--- config.mk ---
export PLATFORM = sky130hd
export DESIGN_NAME = dffr_shift_bank_flat
export DESIGN_NICKNAME = d
export VERILOG_FILES = /design/src/rtl/dffr_shift_bank_pkg.sv /design/src/rtl/dffr_shift_bank_if.sv /design/src/rtl/dffr_shift_bank_stage.sv /design/src/rtl/dffr_shift_bank.sv /design/src/flat_wrapper.sv
export SDC_FILE = /design/constraint.sdc
export NUM_CORES = 1
export LEC_CHECK = 0
export ABC_AREA = 1
export BUFFER_PORTS_ARGS = -buffer_cell sky130_fd_sc_hd__buf_4
export CAP_MARGIN = 25
export CORE_ASPECT_RATIO = 1.2
export CORE_MARGIN = 2
export CORE_UTILIZATION = 25
export CTS_BUF_LIST = sky130_fd_sc_hd__clkbuf_4 sky130_fd_sc_hd__clkbuf_8 sky130_fd_sc_hd__clkbuf_16
export DETAILED_ROUTE_END_ITERATION = 10
export PLACE_DENSITY = 0.54
export SYNTH_ARGS = -nofsm -noshare
export SYNTH_HDL_FRONTEND = slang
export SYNTH_SLANG_ARGS = --single-unit
--- constraint.sdc ---
create_clock -name C -period 3.4 [get_ports C]
set_clock_uncertainty 0.05 [all_clocks]
set_input_delay 0 -clock C [delete_from_list [all_inputs] [get_ports C]]
set_output_delay 0 -clock C [all_outputs]
set_load 0.02 [all_outputs]
--- src/rtl/dffr_shift_bank_pkg.sv ---
//============================================================================
// Module      : cmos_cells_pkg
// Description : Shared mode encoding and default timing constants for the
//               dffr_shift_bank register bank and its stage cells.
//               Timing constants are only consumed when CMOS_SPECIFY_EN is
//               defined.
// Revision    : 1.0 - initial release
//============================================================================
`default_nettype none
`timescale 1ns/1ps

package cmos_cells_pkg;

    // Per-edge operation applied to every stage, already priority-resolved
    typedef enum logic [1:0] {
        M_HOLD  = 2'd0,
        M_SHIFT = 2'd1,
        M_LOAD  = 2'd2,
        M_RESET = 2'd3
    } mode_e;

    // Default delays in ns
    localparam real C_TCQ_R = 0.13;
    localparam real C_TCQ_F = 0.15;
    localparam real C_TSU   = 0.05;
    localparam real C_THD   = 0.02;

endpackage

`default_nettype wire

--- src/rtl/dffr_shift_bank_if.sv ---
//============================================================================
// Module      : dffr_shift_bank_if
// Description : Control, data and status bundle of the dffr_shift_bank
//               register bank. The master drives controls and data, the
//               slave (the bank) returns the stage contents and fill status.
// Revision    : 1.0 - initial release
//============================================================================
`default_nettype none
`timescale 1ns/1ps

interface dffr_shift_bank_if #(
    parameter int WIDTH = 8,
    parameter int DEPTH = 4
);
    localparam int C_CNT_W = $clog2(DEPTH + 1);

    logic                     en;
    logic                     load;
    logic [WIDTH-1:0]         d;
    logic [WIDTH*DEPTH-1:0]   pd;
    logic [WIDTH-1:0]         q;
    logic [WIDTH*DEPTH-1:0]   pq;
    logic [C_CNT_W-1:0]       cnt;
    logic                     full;

    modport master (
        output en, load, d, pd,
        input  q, pq, cnt, full
    );

    modport slave (
        input  en, load, d, pd,
        output q, pq, cnt, full
    );

endinterface

`default_nettype wire

--- src/rtl/dffr_shift_bank_stage.sv ---
//============================================================================
// Module      : dffr_stage
// Description : One WIDTH-bit edge-triggered stage of the shift bank. The
//               pre-resolved mode selects reset, parallel load, shift-in or
//               hold. With CMOS_SPECIFY_EN defined the cell carries
//               clock-to-output paths and setup/hold checks; a violation
//               corrupts the stage to X until the next edge with R=1.
// Revision    : 1.0 - initial release
//============================================================================
`default_nettype none
`timescale 1ns/1ps

module dffr_stage
    import cmos_cells_pkg::*;
#(
    parameter int  WIDTH = 8,
    parameter real TCQ_R = C_TCQ_R,
    parameter real TCQ_F = C_TCQ_F,
    parameter real TSU   = C_TSU,
    parameter real THD   = C_THD
) (
    input  wire logic             C,
    input  wire logic             R,
    input  wire mode_e            mode,
    input  wire logic [WIDTH-1:0] shift_in,
    input  wire logic [WIDTH-1:0] load_in,
    output logic      [WIDTH-1:0] Q
);

    logic [WIDTH-1:0] r_q;

    // Stage register; R is checked directly so a reset never depends on mode
    always_ff @(posedge C) begin
        if (R) begin
            r_q <= '0;
        end else begin
            case (mode)
                M_RESET: r_q <= '0;
                M_LOAD:  r_q <= load_in;
                M_SHIFT: r_q <= shift_in;
                default: r_q <= r_q;
            endcase
        end
    end

`ifdef CMOS_SPECIFY_EN
    reg   notifier;
    logic r_notifier_seen;

    // Remember the notifier state at each reset edge; any later toggle
    // means a timing violation occurred and the contents are unknown.
    always_ff @(posedge C) begin
        if (R) begin
            r_notifier_seen <= notifier;
        end
    end

    assign Q = (notifier !== r_notifier_seen) ? {WIDTH{1'bx}} : r_q;

    specify
        (posedge C *> Q) = (TCQ_R, TCQ_F);
        $setup(shift_in, posedge C, TSU, notifier);
        $hold (posedge C, shift_in, THD, notifier);
        $setup(load_in,  posedge C, TSU, notifier);
        $hold (posedge C, load_in,  THD, notifier);
        $setup(mode,     posedge C, TSU, notifier);
        $hold (posedge C, mode,     THD, notifier);
        $setup(R,        posedge C, TSU, notifier);
        $hold (posedge C, R,        THD, notifier);
    endspecify
`else
    assign Q = r_q;
`endif

endmodule

`default_nettype wire

--- src/rtl/dffr_shift_bank.sv ---
//============================================================================
// Module      : dffr_shift_bank
// Description : WIDTH-bit, DEPTH-stage register bank with shift enable,
//               parallel load and synchronous active-high reset. Tracks the
//               number of stages holding written data (saturating at DEPTH)
//               and flags FULL. Priority per edge: R > LOAD > EN > hold.
//               Optional macro CMOS_SPECIFY_EN adds path delays and timing
//               checks; cycle-level behaviour is the same in both builds.
// Revision    : 1.0 - initial release
//============================================================================
`default_nettype none
`timescale 1ns/1ps

module dffr_shift_bank
    import cmos_cells_pkg::*;
#(
    parameter int  WIDTH = 8,
    parameter int  DEPTH = 4,
    parameter real TCQ_R = C_TCQ_R,
    parameter real TCQ_F = C_TCQ_F,
    parameter real TSU   = C_TSU,
    parameter real THD   = C_THD
) (
    input wire logic           C,
    input wire logic           R,
    dffr_shift_bank_if.slave   bus
);

    localparam int               C_CNT_W = $clog2(DEPTH + 1);
    localparam logic [C_CNT_W-1:0] C_FULL_CNT = C_CNT_W'(DEPTH);

    mode_e              w_mode;
    logic [WIDTH-1:0]   w_stage_q [DEPTH];
    logic [C_CNT_W-1:0] r_cnt;
    logic               w_full;

    // Resolve the per-edge operation once for all stages
    always_comb begin
        w_mode = M_HOLD;
        if (R) begin
            w_mode = M_RESET;
        end else if (bus.load) begin
            w_mode = M_LOAD;
        end else if (bus.en) begin
            w_mode = M_SHIFT;
        end
    end

    for (genvar i = 0; i < DEPTH; i++) begin : g_stage
        logic [WIDTH-1:0] w_shift_in;

        if (i == 0) begin : g_head
            assign w_shift_in = bus.d;
        end else begin : g_tail
            assign w_shift_in = w_stage_q[i-1];
        end

        dffr_stage #(
            .WIDTH (WIDTH),
            .TCQ_R (TCQ_R),
            .TCQ_F (TCQ_F),
            .TSU   (TSU),
            .THD   (THD)
        ) u_stage (
            .C        (C),
            .R        (R),
            .mode     (w_mode),
            .shift_in (w_shift_in),
            .load_in  (bus.pd[i*WIDTH +: WIDTH]),
            .Q        (w_stage_q[i])
        );

        assign bus.pq[i*WIDTH +: WIDTH] = w_stage_q[i];
    end

    assign bus.q = w_stage_q[DEPTH-1];

    // Fill-level counter: load fills the bank, shifts saturate at DEPTH
    always_ff @(posedge C) begin
        if (R) begin
            r_cnt <= '0;
        end else if (bus.load) begin
            r_cnt <= C_FULL_CNT;
        end else if (bus.en && (r_cnt != C_FULL_CNT)) begin
            r_cnt <= r_cnt + 1'b1;
        end
    end

    // Decoded from the registered count, so it behaves as a registered flag
    assign w_full = (r_cnt == C_FULL_CNT);

`ifdef CMOS_SPECIFY_EN
    assign #(TCQ_R, TCQ_F) bus.cnt  = r_cnt;
    assign #(TCQ_R, TCQ_F) bus.full = w_full;
`else
    assign bus.cnt  = r_cnt;
    assign bus.full = w_full;
`endif

endmodule

`default_nettype wire
--- src/flat_wrapper.sv ---
// flat-port wrapper written by rule: the top's interface ports become plain ports
module dffr_shift_bank_flat import cmos_cells_pkg::*;
#(
    parameter int  WIDTH = 8,
    parameter int  DEPTH = 4,
    parameter real TCQ_R = C_TCQ_R,
    parameter real TCQ_F = C_TCQ_F,
    parameter real TSU   = C_TSU,
    parameter real THD   = C_THD
)
  (C, R, bus_en, bus_load, bus_d, bus_pd, bus_q, bus_pq, bus_cnt, bus_full);
  dffr_shift_bank_if #(.WIDTH(WIDTH), .DEPTH(DEPTH)) bus_i ();
  input wire logic C;
  input wire logic R;
  input wire logic [$bits(bus_i.en)-1:0] bus_en;
  input wire logic [$bits(bus_i.load)-1:0] bus_load;
  input wire logic [$bits(bus_i.d)-1:0] bus_d;
  input wire logic [$bits(bus_i.pd)-1:0] bus_pd;
  output wire logic [$bits(bus_i.q)-1:0] bus_q;
  output wire logic [$bits(bus_i.pq)-1:0] bus_pq;
  output wire logic [$bits(bus_i.cnt)-1:0] bus_cnt;
  output wire logic [$bits(bus_i.full)-1:0] bus_full;
  assign bus_i.en = bus_en;
  assign bus_i.load = bus_load;
  assign bus_i.d = bus_d;
  assign bus_i.pd = bus_pd;
  assign bus_q = bus_i.q;
  assign bus_pq = bus_i.pq;
  assign bus_cnt = bus_i.cnt;
  assign bus_full = bus_i.full;
  dffr_shift_bank #(.WIDTH(WIDTH), .DEPTH(DEPTH), .TCQ_R(TCQ_R), .TCQ_F(TCQ_F), .TSU(TSU), .THD(THD)) u_core (.C(C), .R(R), .bus(bus_i));
endmodule
Word level (Yosys, flattened, before mapping)

Cells that the tools add are included.

Add/sub/neg operators: 1
$mul: 0
Div/mod/pow operators: 0
Magnitude comparators: 0
Eq/ne operators: 5
Shift-type cells: 0
Mux-type cells: 9
Bitwise operators: 0
Reduce and logical (&&, ||, !) cells: 4

Operators by type and width:

| operator                                                         | number |
|---|---|
| 8-bit one-hot mux with 3 select lines                            | 4 |
| 3-bit 2-to-1 mux                                                 | 2 |
| 2-bit == test (second input constant)                            | 2 |
| 2-bit 2-to-1 mux                                                 | 2 |
| 3-bit by 1-bit adder with 3-bit output (second input constant)   | 1 |
| 3-bit == test (second input constant)                            | 1 |
| 3-bit != test (second input constant)                            | 1 |
| 3-bit nonzero test                                               | 1 |
| 2-bit by 1-bit == test with 1-bit output (second input constant) | 1 |
| 2-bit nonzero test                                               | 1 |
| 2-bit OR reduction                                               | 1 |
| 1-bit logical AND                                                | 1 |
| 1-bit 2-to-1 mux                                                 | 1 |

Bits in registers: 35
Latch bits: 0
Memory bits (writable): 0
Memory bits (read-only): 0
Memories kept: 0

Logic depth before layout (Yosys ltp)

Depth after elaboration: 5
Gate-level depth with buffers: 10

Modules after synthesis

From an unflattened synthesis, not the netlist that was laid out.

Cells, all modules: 305
Area, all modules: 2149.6 sq um

By module, submodules not included:

| module          | instances | cells each | area each (sq um) |
|---|---|---|---|
| dffr_stage      | 4         | 67         | 475.5 |
| dffr_shift_bank | 1         | 37         | 247.7 |

Worst setup path before layout

Ideal clock, no wire load.

Path kind: reg-to-reg
From: reg u_core.r_cnt[0] (netlist: u_core.bus.cnt[0])
To: reg u_core.r_cnt[1] (netlist: u_core.bus.cnt[1])
Setup time: 0.119 ns
Arrival time: 1.103 ns
Slack: 2.128 ns
Stages on the path, launching flop included: 7
Path buffers: 0
Period minus slack after synthesis: 1.272 ns
Cell sequence: dfxtp_1 inv_1 ha_1 nand2_1 nand2_1 o21ai_0 a21oi_1

Word-level cells in the longest chain between the ends: 2
Elaborated cells on any way between the ends: 3

RTL lines:

| item                                                                                           | RTL line              | text |
|---|---|---|
| start: declaration                                                                             | dffr_shift_bank.sv:34 | `logic [C_CNT_W-1:0] r_cnt;` |
| start signal: assignment                                                                       | dffr_shift_bank.sv:85 | `r_cnt <= r_cnt + 1'b1;` |
| parallel branches: the longest is 2 deep, another holds 3-bit by 1-bit adder with 3-bit output | n/a                   |  |

Parallel ways; which one is timed is not known.
A chain may end at the register's enable or synchronous reset.

Worst setup path after layout

From: in bus_load
To: reg u_core.g_stage[3].u_stage.r_q[6]

Word-level cells in the longest chain between the ends: 4
Elaborated cells on any way between the ends: 7

RTL lines:

| item                                                                        | RTL line                    | text |
|---|---|---|
| start: declaration                                                          | flat_wrapper.sv:16          | `input wire logic [$bits(bus_i.load)-1:0] bus_load;` |
| 2-bit 2-to-1 mux *                                                          | dffr_shift_bank.sv:42       | `end else if (bus.load) begin` |
| 2-bit 2-to-1 mux *                                                          | dffr_shift_bank.sv:40       | `if (R) begin` |
| 2-bit by 1-bit == test with 1-bit output or 2-bit == test (tied branches)   | dffr_shift_bank_stage.sv:37 | `case (mode)` |
| 8-bit one-hot mux with 3 select lines or 3-bit nonzero test (tied branches) | n/a                         |  |
| end signal: assignment                                                      | dffr_shift_bank_stage.sv:39 | `M_LOAD: r_q <= load_in;` |
| end signal: assignment                                                      | dffr_shift_bank_stage.sv:40 | `M_SHIFT: r_q <= shift_in;` |
| end signal: assignment                                                      | dffr_shift_bank_stage.sv:41 | `default: r_q <= r_q;` |
| end: declaration                                                            | dffr_shift_bank_stage.sv:30 | `logic [WIDTH-1:0] r_q;` |

Mark *: on every way between the ends. The rest lies on a longest branch, timed or not.

==> flow_summary.json <==
{
  "grtUsageMet2_pct": 22.2,
  "max_stage_delay_ns": 0.72,
  "ant_nets": 0,
  "synth-adder-area-share_pct": 3.44,
  "postCtsSetupRepairBufs": 0,
  "yosysUniqueCellTypes": 13,
  "root_buffer": "clkbuf_8",
  "rows": 34,
  "clkTransAtPathRegs_ns": 0.07,
  "routed_wl_um": 5130,
  "drt_iter0_markers": 91,
  "synth_warnings": 0,
  "htree_levels": 2,
  "final_area_um2": 2540,
  "grt_max_degree": 35,
  "seq_area_frac_synth_pct": 38.5,
  "worstPathRequired_ns": 3.57,
  "clk_path_buf_depth": 2,
  "synthSimpleGateAreaFrac_pct": 36.0,
  "synth_mux_area_share_pct": 0,
  "total_power_uw": 915,
  "synth.most_common_cell": "nand2_1",
  "grt-ovfl-total": 0,
  "async_flop_share_pct": 0,
  "syn_inst": 280,
  "start_util_pct": 25.5,
  "yosys.area.top_type": "dfxtp_1",
  "cts_resized": 0,
  "dr.pass1.iters": 5,
  "grt_pass1_vias": 1859,
  "status": "complete, no violations",
  "synth_compound_area_share_pct": 10.2,
  "cts_buffers": 5,
  "cp-end-kind": "flip-flop",
  "synth_area_leaders": "dfxtp_1 (39%), nand2_1 (34%), a21oi_1 (9.6%), buf_4 (5.8%), ha_1 (3.4%)",
  "numClockSinks": 35,
  "cp.arrival_ns": 2.27,
  "die_area_um2": 7980,
  "core_um2": 7150,
  "syn-cell-area_um2": 1820,
  "cp-start-kind": "primary input",
  "die_y_um": 97.4,
  "grt_pass1_wl_um": 8370,
  "finalCriticalPeriod_ns": 2.10,
  "cts_tree": "built",
  "use_met1_pct": 16.5,
  "finalHoldViolCount": 0,
  "portBuffers": 87,
  "syn2layout_area_growth_pct": 39.6,
  "diodes": 0,
  "gp_congestion": 0.725,
  "cap_violations": 0,
  "fp.dieW_um": 81.9,
  "crit_top_cell": "nand2_1",
  "antenna_found_initial": 0,
  "vias": 1910,
  "cp_max_fo": 24,
  "cpMaxStageDelayCell": "ha_1",
  "synthTopCellsByCount": "nand2_1 (165), a21oi_1 (35), dfxtp_1 (35), buf_4 (14), inv_1 (9)",
  "layout-drive-gt1-share_pct": 27.9,
  "hp-class": "in -> reg",
  "relSlewSlack_pct": 44.3,
  "grtUsageTotal_pct": 13.3,
  "synth-xor-area-share_pct": 0,
  "min_period_over_period_pct": 61.8,
  "dpl.cell_count": 434,
  "io_pins": 88,
  "num-nets-final": 403,
  "ys_ff_latch": 35,
  "critical_path_class": "in -> reg",
  "detail_route.vias_per_cell": 4.29,
  "drv_slew": 0,
  "final-setup-viol-count": 0,
  "dpl_cell_area_um2": 2420,
  "syn_avg_cell_area_um2": 6.50,
  "setup_tns_ns": 0,
  "cp_cell_sequence": "dlygate4sd3_1 -> buf_4 -> inv_1 -> nand2_1 -> inv_1 -> ha_1 -> buf_4 -> nand2_1 -> nand2_1 -> nand2_1 -> a21oi_1",
  "powerDensity_nw_per_um2": 360,
  "p_leak_nw": 1.25,
  "yosysTopAreaCellShare_pct": 38.5,
  "worst_pin_slew_ns": 0.836,
  "grt_busiest_layer": "met2",
  "cts_hold_buf": 3,
  "finalNonFillerCells": 445,
  "wl_per_cell_um": 11.5,
  "synth_ff_type": "dfxtp_1",
  "vdd_drop_max_v": 0.000159,
  "use_met3_pct": 3.72,
  "synth_top_family_by_area": "simple AND/OR/NAND/NOR gates",
  "max_freq_mhz": 476,
  "holdWs_ns": 0.00805,
  "synth_fp_nets": 329,
  "drc_errors": 0,
  "synth_edf_count": 0,
  "clkLatencyLatePin_ns": 0.28,
  "grt_setup_unrepaired": "false",
  "hpwl_um": 3710
}
[layout make-up]
class / instances / area (um^2)
well taps: 90 / 113
repair buffers: 92 / 698
inverters: 9 / 33.8
clock inverters: 1 / 5.00
clock buffers: 7 / 83.8
multi-input cells: 211 / 906
flip-flops and latches: 35 / 701
fillers: 836 / 4610
[per-stage QoR]
stage,utilization (%),setup slack (ns)
finish,35.5,1.30
global route,35.5,1.04
CTS,35.5,1.27
detailed placement,33.9,1.40
global placement,33.9,1.42
floorplan,-,2.13
[worst paths after layout]
kind | cells after the start | end | slack (ns) | from
worst max-delay path | 11 | u_core.g_stage[3].u_stage.Q[6] | 1.30 | bus_load
worst min register to register | 2 | u_core.g_stage[1].u_stage.Q[5] | 0.42 | u_core.g_stage[1].u_stage.Q[5]
worst min-delay path | 5 | u_core.g_stage[3].u_stage.Q[1] | 0.008 | bus_pd[25]
worst max register to register | 6 | u_core.bus.cnt[0] | 2.16 | u_core.bus.cnt[0]
[worst max-delay path: cells and delay by family]
kind                     cells  cell delay (ns)
adder cells (fa/ha/maj)      1             0.72
AO/OA/AOI/OAI                1             0.13
AND/OR/NAND/NOR              4             0.25
buffers and inverters        5             1.17
[routing by layer]
layer / wire length, um / up-vias / part of all wire [%]
li1: - / 1001 / -
met1: 2260 / 848 / 44
met2: 2490 / 57 / 48
met3: 343 / 4 / 6.7
met4: 37 / 0 / 0.72
met5: 0 / - / 0
[where the power goes]
group	internal (mW)	switching (mW)	leakage, nW
logic	0.0766	0.0972	0.914
clock network	0.160	0.149	0.0491
registers	0.422	0.0105	0.284
total	0.659	0.256	1.25
[logic make-up (layout without fill, tap and decap cells)]
family,Yosys count,count (layout)
buf+inv,34,109
fa+ha+maj,5,5
flops,35,35
compound gates,37,37
simple gates,169,169
[registers in the layout, indices dropped and copies added (netlist names)]
signal	flops
u_core.bus.cnt	3
u_core.g_stage.u_stage.Q	32
[placed cells by master (no fill, tap or decap)]
| cell type | netlist | final |
|---|---|---|
| clkbuf_8 | 0 | 5 |
| nand4_1 | 1 | 1 |
| ha_2 | 0 | 1 |
| inv_1 | 9 | 9 |
| nor2_8 | 1 | 1 |
| clkinv_2 | 0 | 1 |
| nand3_1 | 2 | 2 |
| clkbuf_4 | 0 | 2 |
| buf_4 | 14 | 89 |
| nand2_1 | 165 | 165 |
| dfxtp_1 | 35 | 35 |
| o21ai_0 | 2 | 2 |
| dlygate4sd3_1 | 0 | 3 |
| ha_1 | 5 | 4 |
| a21oi_1 | 35 | 35 |
No activity file was read; power rests on OpenSTA's default activity.
